--- src/rtl/nyq_interp.sv ---
// nyq_interp: polyphase Nyquist interpolator. It takes one signed sample per
// L-cycle frame and emits L low-pass filtered samples, one per cycle.
//
// Ports:
//   Clk_CI, Rst_RBI (async, active-low)
//   WrEn_SI/Addr_DI/PAR_In_DI : coefficient memory write port
//                               (h[Addr] for Addr < TAPS, otherwise ignored)
//   Clr_SI                    : synchronous flush of delay line and frame
//   In_DI/In_Valid_SI/In_Ready_SO : sample input handshake
//   Out_DO/Out_Valid_DO       : registered filtered output
//
// Build option: define NYQ_INTERP_SAT_EN to saturate the output to
// OUT_WIDTH. Without it the output wraps (two's complement truncation).

module nyq_interp #(
    parameter int ADDR_WIDTH  = 9,
    parameter int MEM_WIDTH   = 32,
    parameter int COEFF_WIDTH = 16,
    parameter int IN_WIDTH    = 24,
    parameter int OUT_WIDTH   = 24,
    parameter int L           = 8,
    parameter int TAPS        = 32
) (
    input  logic                  Clk_CI,
    input  logic                  Rst_RBI,
    input  logic                  WrEn_SI,
    input  logic [ADDR_WIDTH-1:0] Addr_DI,
    input  logic [MEM_WIDTH-1:0]  PAR_In_DI,
    input  logic                  Clr_SI,
    input  logic [IN_WIDTH-1:0]   In_DI,
    input  logic                  In_Valid_SI,
    output logic                  In_Ready_SO,
    output logic [OUT_WIDTH-1:0]  Out_DO,
    output logic                  Out_Valid_DO
);

    localparam int K   = TAPS / L;
    localparam int PW  = $clog2(L);
    localparam int KW  = $clog2(K);
    localparam int TW  = PW + KW;
    localparam int PRW = IN_WIDTH + COEFF_WIDTH;
    localparam int ACW = PRW + KW;

    localparam logic [ADDR_WIDTH-1:0] TAPS_A  = ADDR_WIDTH'(TAPS);
    localparam logic [PW-1:0]         PH_LAST = PW'(L - 1);

    typedef enum logic {
        IDLE,
        RUN
    } state_t;

    state_t r_state;
    state_t w_state_nxt;

    logic signed [COEFF_WIDTH-1:0] r_h [TAPS];
    logic signed [IN_WIDTH-1:0]    r_x [K];
    logic [PW-1:0]                 r_phase;
    logic [OUT_WIDTH-1:0]          r_out;
    logic                          r_out_vld;

    logic                          w_last;
    logic                          w_ready;
    logic                          w_accept;
    logic signed [PRW-1:0]         w_prod [K];
    logic signed [ACW-1:0]         w_acc;
    logic signed [ACW-1:0]         w_sh;
    logic [OUT_WIDTH-1:0]          w_res;
    logic                          w_unused;

    // Coefficient memory; out-of-range addresses are dropped, not aliased.
    always_ff @(posedge Clk_CI or negedge Rst_RBI) begin
        if (!Rst_RBI) begin
            for (int i = 0; i < TAPS; i++) begin
                r_h[i] <= '0;
            end
        end else if (WrEn_SI && (Addr_DI < TAPS_A)) begin
            r_h[Addr_DI[TW-1:0]] <= PAR_In_DI[COEFF_WIDTH-1:0];
        end
    end

    assign w_last   = (r_phase == PH_LAST);
    assign w_ready  = (r_state == IDLE) || ((r_state == RUN) && w_last);
    assign w_accept = In_Valid_SI && w_ready;

    always_ff @(posedge Clk_CI or negedge Rst_RBI) begin
        if (!Rst_RBI) begin
            r_state <= IDLE;
        end else begin
            r_state <= w_state_nxt;
        end
    end

    always_comb begin
        w_state_nxt = r_state;
        case (r_state)
            IDLE: begin
                if (w_accept) begin
                    w_state_nxt = RUN;
                end
            end
            RUN: begin
                if (w_last && !w_accept) begin
                    w_state_nxt = IDLE;
                end
            end
            default: w_state_nxt = IDLE;
        endcase
        if (Clr_SI) begin
            w_state_nxt = IDLE;
        end
    end

    // Phase p uses taps p, p+L, p+2L, ...; with L a power of two the
    // tap index is simply {k, phase}.
    always_comb begin
        w_acc = '0;
        for (int k = 0; k < K; k++) begin
            w_prod[k] = r_x[k] * r_h[{KW'(k), r_phase}];
            w_acc     = w_acc + {{KW{w_prod[k][PRW-1]}}, w_prod[k]};
        end
    end

    assign w_sh = w_acc >>> (COEFF_WIDTH - 1);

`ifdef NYQ_INTERP_SAT_EN
    localparam logic [OUT_WIDTH-1:0] OMAX = {1'b0, {(OUT_WIDTH-1){1'b1}}};
    localparam logic [OUT_WIDTH-1:0] OMIN = {1'b1, {(OUT_WIDTH-1){1'b0}}};

    logic w_ovf;

    // Out of range when the bits above the output sign are not all copies
    // of the accumulator sign.
    assign w_ovf = (w_sh[ACW-1:OUT_WIDTH-1]
                    != {(ACW-OUT_WIDTH+1){w_sh[ACW-1]}});
    assign w_res = !w_ovf     ? w_sh[OUT_WIDTH-1:0] :
                   w_sh[ACW-1] ? OMIN : OMAX;
`else
    assign w_res = w_sh[OUT_WIDTH-1:0];
`endif

    always_ff @(posedge Clk_CI or negedge Rst_RBI) begin
        if (!Rst_RBI) begin
            for (int k = 0; k < K; k++) begin
                r_x[k] <= '0;
            end
            r_phase   <= '0;
            r_out     <= '0;
            r_out_vld <= 1'b0;
        end else if (Clr_SI) begin
            for (int k = 0; k < K; k++) begin
                r_x[k] <= '0;
            end
            r_phase   <= '0;
            r_out     <= '0;
            r_out_vld <= 1'b0;
        end else begin
            if (r_state == RUN) begin
                r_out     <= w_res;
                r_out_vld <= 1'b1;
                r_phase   <= r_phase + 1'b1;
            end else begin
                r_out_vld <= 1'b0;
            end
            // The accept overrides the phase increment so a back-to-back
            // frame restarts at phase 0 without a bubble.
            if (w_accept) begin
                r_x[0] <= In_DI;
                for (int k = 1; k < K; k++) begin
                    r_x[k] <= r_x[k-1];
                end
                r_phase <= '0;
            end
        end
    end

    assign In_Ready_SO  = w_ready;
    assign Out_DO       = r_out;
    assign Out_Valid_DO = r_out_vld;

    assign w_unused = ^{PAR_In_DI[MEM_WIDTH-1:COEFF_WIDTH],
                        w_sh[ACW-1:OUT_WIDTH]};

endmodule

--- config.mk ---
export PLATFORM = sky130hd
export DESIGN_NAME = nyq_interp
export DESIGN_NICKNAME = d
export VERILOG_FILES = /design/src/rtl/nyq_interp.sv
export SDC_FILE = /design/constraint.sdc
export NUM_CORES = 2
export LEC_CHECK = 0
export CAP_MARGIN = 20
export CORE_AREA = 2 2 353 355
export CTS_BUF_LIST = sky130_fd_sc_hd__clkbuf_4 sky130_fd_sc_hd__clkbuf_8
export CTS_CLUSTER_SIZE = 14
export DETAILED_ROUTE_END_ITERATION = 10
export DIE_AREA = 0 0 355 357
export PLACE_DENSITY = 0.92
export SLEW_MARGIN = 20
export SYNTH_ARGS = -nofsm -noshare
export SYNTH_HDL_FRONTEND = slang
export SYNTH_SLANG_ARGS = --single-unit
--- constraint.sdc ---
create_clock -name Clk_CI -period 14.1 [get_ports Clk_CI]
set_clock_uncertainty 0.05 [all_clocks]
set_input_delay 2.82 -clock Clk_CI [delete_from_list [all_inputs] [get_ports Clk_CI]]
set_output_delay 2.82 -clock Clk_CI [all_outputs]
set_load 0.02 [all_outputs]
# Word level (Yosys, flattened, before mapping)
# Cells that the tools add are included.
# classes
bitwise,6
mux,28
reduce_logical,10
n_eq_ne,1
div_mod_pow,0
shifts,0
mul,4
add_sub_neg,4
n_lt_le_gt_ge,7
# ops
operator,n
$bwmux 512,1
$bmux 16 s5,4
$mux 96,2
$mul 24x16->39,4
$mux 16,9
$add 39x39->39,3
$demux 16 s5,1
$mux 24,2
$ge 6x6->1 const B,5
$not 5->6,3
$lt 9x6->1 const B,1
$mux 3,3
$lt 6x1->1 const B,1
$not 3->6,1
$not 4->6,1
$logic_and 1x1->1,5
$mux 1,5
$reduce_bool 2->1,2
$add 3x1->3 const B,1
$eq 3x3->1 const B,1
$reduce_bool 3->1,1
$pmux 1 s2,1
$logic_not 1->1,1
$logic_or 1x1->1,1
$not 1->1,1
# word_totals
rom_bits,0
in_bits,70
elab_cells,100
mem_bits_rw,0
mem_count,0
latch_bits,0
ff_bits,637

# Logic depth before layout (Yosys ltp)
# depth
word_depth,10
mapped_depth,38
depth_no_buf,31

# Least setup slack after synthesis
# No wires, ideal clock.
# synth_path
path_type,flip-flop to flip-flop
startpoint,reg r_phase[0]
endpoint,"reg r_out[21], in the netlist Out_DO[21]"
path_stages_with_launch,35
slack_ns,3.989
path_buffers,5
period_less_slack_ns,10.111
arrival_ns,9.992
setup_time_ns,0.069
cell_sequence,dfrtp_1 buf_4 buf_6 buf_2 buf_2 mux4_2 mux2_2 clkbuf_1 and2_1 fa_1 inv_1 fa_1 fa_1 inv_1 fa_1 inv_1 fa_1 fa_1 inv_1 fa_1 fa_1 fa_1 inv_1 fa_1 inv_1 ha_1 nand4_1 nor3_1 nand2b_1 o211ai_1 and3_1 a311o_1 a31oi_1 or4b_1 nand3_1
# synth_between
elab_chain_cells,10
word_cells_on_any_way,25
cone_classes,add/sub: 3; mul: 4; mux: 14; bitwise: 4
# synth_rtl
element,line,source
start: declaration,57,logic [PW-1:0] r_phase;
start signal: assignment,160,r_phase <= r_phase + 1'b1;
$not 3->6 (implied by the code) or $not 4->6 (tied branches),118,"w_prod[k] = r_x[k] * r_h[{KW'(k), r_phase}];"
$bmux 16 s5,118,
$mux 16 (implied by the code) (2 in a row),118,
$mul 24x16->39,118,
$add 39x39->39 (2 in a row),119,"w_acc = w_acc + {{KW{w_prod[k][PRW-1]}}, w_prod[k]};"
$add 39x39->39 (*),119,
$mux 24 (*),157,if (r_state == RUN) begin
$mux 24 (*),149,end else if (Clr_SI) begin
end signal: assignment,158,r_out <= w_res;
end: declaration,58,logic [OUT_WIDTH-1:0] r_out;
# Every way passes the cells marked *; elsewhere a longest branch is shown, timed or not. The select of a mux whose other input is x is not followed.
# A chain may end at the register's enable or synchronous reset.

# Worst setup path after layout
# Same ends and word-level chain as after synthesis.

==> summary.txt <==
Floorplanning
  – Die W: 355 µm
  – Initial Util: 66.60%
  – Number of core rows: 129
  – # IOs: 96
  – Area of the die: 126700 µm²
  – Die height: 357 µm
  – Core area: 123000 µm²

Setup path
  – Worst path max stage delay: 1000 ps
  – Crit path max fanout: 43
  – Data required, critical path: 14810 ps
  – Slack of the worst reg-to-reg path: 1960 ps
  – Most used cell, CP: fa_1
  – Critical Path Slowest Stage Cell: dfrtp_4
  – Worst Path Arrival: 12850 ps
  – Crit path max-delay family: adder cells
  – Worst Reg2Reg Path Length in Cells: 29
  – Crit end category: flip-flop
  – Reg2reg end: Out_DO[21]
  – Startpoint types: flip-flop
  – Reg-to-Reg Start: r_phase[0]
  – WS Path Type: reg -> reg
  – Worst path bufs/invs: 6
  – Critical path depth: 29

Run
  – Max-cap violations: 0

Timing
  – Hold Fails Final Rpt: 0
  – Unrepaired setup endpoints after global routing: no
  – Worst-margin pin slew: 1206 ps
  – Tcrit/Tclk final: 86.10%
  – Setup TNS: 0 ps
  – Slew headroom: 19.62%
  – Endpoints failing setup: 0
  – Slew Viols, Final: 0
  – Minimum clock period: 12140 ps
  – Fmax achieved: 0.08237 GHz

Logic synthesis
  – Post-synth EDFFs: 0
  – Syn. warnings: 0
  – Post-synthesis sequential area ratio: 19.46%
  – Post-synth top cells: 1748 x inv_1, 1683 x fa_1, 899 x nand2_1, 637 x dfrtp_1, 562 x mux2_2
  – Post-Syn Nets: 9682
  – #FFs+latches synth: 637
  – Synth Flop Type: dfrtp_1
  – Synthesized cell area: 81920 µm²
  – Most common cell in the netlist: inv_1
  – Dominant cells by area after synthesis: fa_1 41%, dfrtp_1 19%, inv_1 8.0%
  – Async SR Flop Fraction: 100.0%
  – Netlist cell types: 63
  – Mapped Cells: 7666
  – Syn avg cell area: 10.69 µm²
  – Post-synth top area share: 41.13%
  – Yosys top cell by area: fa_1

Clocking
  – PostCTS Resize Cnt: 0
  – Num CTS Buffers: 102
  – Maximum root-to-sink buffer count: 3
  – Clock tree root driver cell: clkbuf_8
  – Post-CTS Setup Bufs: 0
  – Clk sink count: 637
  – H-tree depth: 3
  – CTS tree: yes
  – Clock Latency Late Sink: 890 ps
  – Clk pin slew, worst setup/hold paths: 70 ps
  – # hold bufs at CTS: 0

Placement
  – Placed Instances: 9021
  – Final HPWL DP: 164300 µm
  – Placed Area: 83720 µm²
  – Port Buffer Count: 79
  – RD Place Congestion: 0.9606

Pwr
  – Leak: 43.99 nW
  – Max VDD drop: 136.8 µV
  – Pwr dens: 52.98 nW/µm²
  – Tot Pwr: 4.562 mW

Drt
  – Drt total wl: 229700 µm
  – Drt first-iter violations: 6099
  – Drt first pass iters: 8
  – Vias/cell: 6.304
  – WL per Instance: 24.91 µm
  – Via Count: 58130
  – Number of remaining DRC errors: 0
  – Final ANT Viol Nets: 0

Global routing
  – Vias in the first global route: 67570
  – Largest net degree at the start of global routing: 175
  – First-pass GRT wire length: 363000 µm
  – Initial antenna violation count: 7
  – Grt ovf: 0
  – GRT Overall Usage: 37.74%

Final layout
  – Fillers: 7365
  – Nets: 9506
  – Register Area: 15950 µm²
  – Non-filler instance count after layout: 9221
  – Layout Area Growth over Synthesis: 5.132%
  – Multi-input gate area: 57750 µm²
  – Final instance area: 86120 µm²
  – Fraction of layout cells with a size suffix above 1: 13.98%

Worst hold path
  – Hold path start: r_h[261]
  – Tightest Hold Check Type: reg -> reg
  – Min-Delay Endpoint: r_h[261]
  – Hold depth: 1

Status
  – Run status: finished clean
layout make-up:
type | instances | share of cell area (%)
multi-input cells | 4836 | 67.05
flip-flops and latches | 637 | 18.52
inverters | 1748 | 7.619
well taps | 1637 | 2.378
clock buffers | 157 | 2.291
repair buffers | 165 | 1.681
clock inverters | 31 | 0.4257
diodes | 10 | 0.02906
metrics by stage:
stage / util (%) / hold slack [ps] / setup slack [ps]
after floorplan: - / 423.3 / 3989
after global placement: 68.09 / 431.2 / 2541
after detailed placement: 68.07 / 440.4 / 2277
after CTS: 69.97 / 454.6 / 2134
after global routing: 70.01 / 460.9 / 1381
final: 70.02 / 454.5 / 1960
power by group:
part	internal [mW]	leakage, nW	switching (mW)
sequential	1.88	8.83	0.0919
clock	0.984	1.24	0.887
combinational	0.262	33.9	0.458
how the worst max path moves through the flow:
stage	startpoint	to	slack [ps]
6_report	r_phase[0]	Out_DO[21]	1960
5_1_grt	r_phase[0]	Out_DO[21]	1380
4_1_cts	r_phase[0]	Out_DO[21]	2130
3_5_place_dp	r_phase[0]	Out_DO[21]	2280
3_3_place_gp	r_phase[0]	Out_DO[21]	2540
2_1_floorplan	r_phase[0]	Out_DO[21]	3990
per-layer routing:
layer	vias to the layer above	global-route usage (%)	routed length [µm]
li1	22220	-	-
met4	4	35.15	25700
met2	4655	60.67	111200
met3	1709	9.673	24530
met5	-	0	30
met1	29540	41.18	68220
worst reg2reg max path, delay by kind of cell, from the launching register on:
kind | cells | cell delay (ps)
AO/OA/AOI/OAI | 3 | 500
buffers and inverters | 6 | 820
flip-flops | 1 | 1000
multiplexers | 2 | 1500
AND/OR/NAND/NOR | 7 | 2600
adder cells (fa/ha/maj) | 11 | 5620
kinds of logic (layout without fill, tap and decap cells):
kind of cell / count (synthesis) / in the layout / share of synthesized area [%]
mux: 726 / 726 / 11.60
simple gates: 1894 / 1894 / 11.38
compound gates: 193 / 193 / 1.373
flops: 637 / 637 / 19.46
buf+inv: 2193 / 2101 / 10.20
other cells: 0 / 10 / 0
fa+ha+maj: 1946 / 1946 / 45.15
xor+xnor: 77 / 77 / 0.8324
registers in the layout, indices dropped and copies added (netlist names):
register	count
r_phase	3
Out_DO	24
Out_Valid_DO	1
r_state	1
r_h	512
r_x	96
placed cells by master (no fill, tap or decap), drive strengths merged, types with 7 or more instances in the layout:
cell type      netlist  routed
mux4               122     122
mux2               565     565
nand2              899     899
clkbuf             350     157
fa                1683    1683
nor2b              405     405
buf                 95     100
mux2i               39      39
nand2b              60      60
dfrtp              637     637
or2                 47      47
and3                24      24
diode                0      10
xor2                19      19
a21oi              125     125
ha                 263     263
and2               288     288
nor3                 7       7
xnor2               58      58
o21ai               17      17
nor2               114     114
nand3               21      21
inv               1748    1753
a21o                16      16
clkinv               0      20
clkdlybuf4s50        0      65
Note: power is estimated with default switching activity, not from simulation.
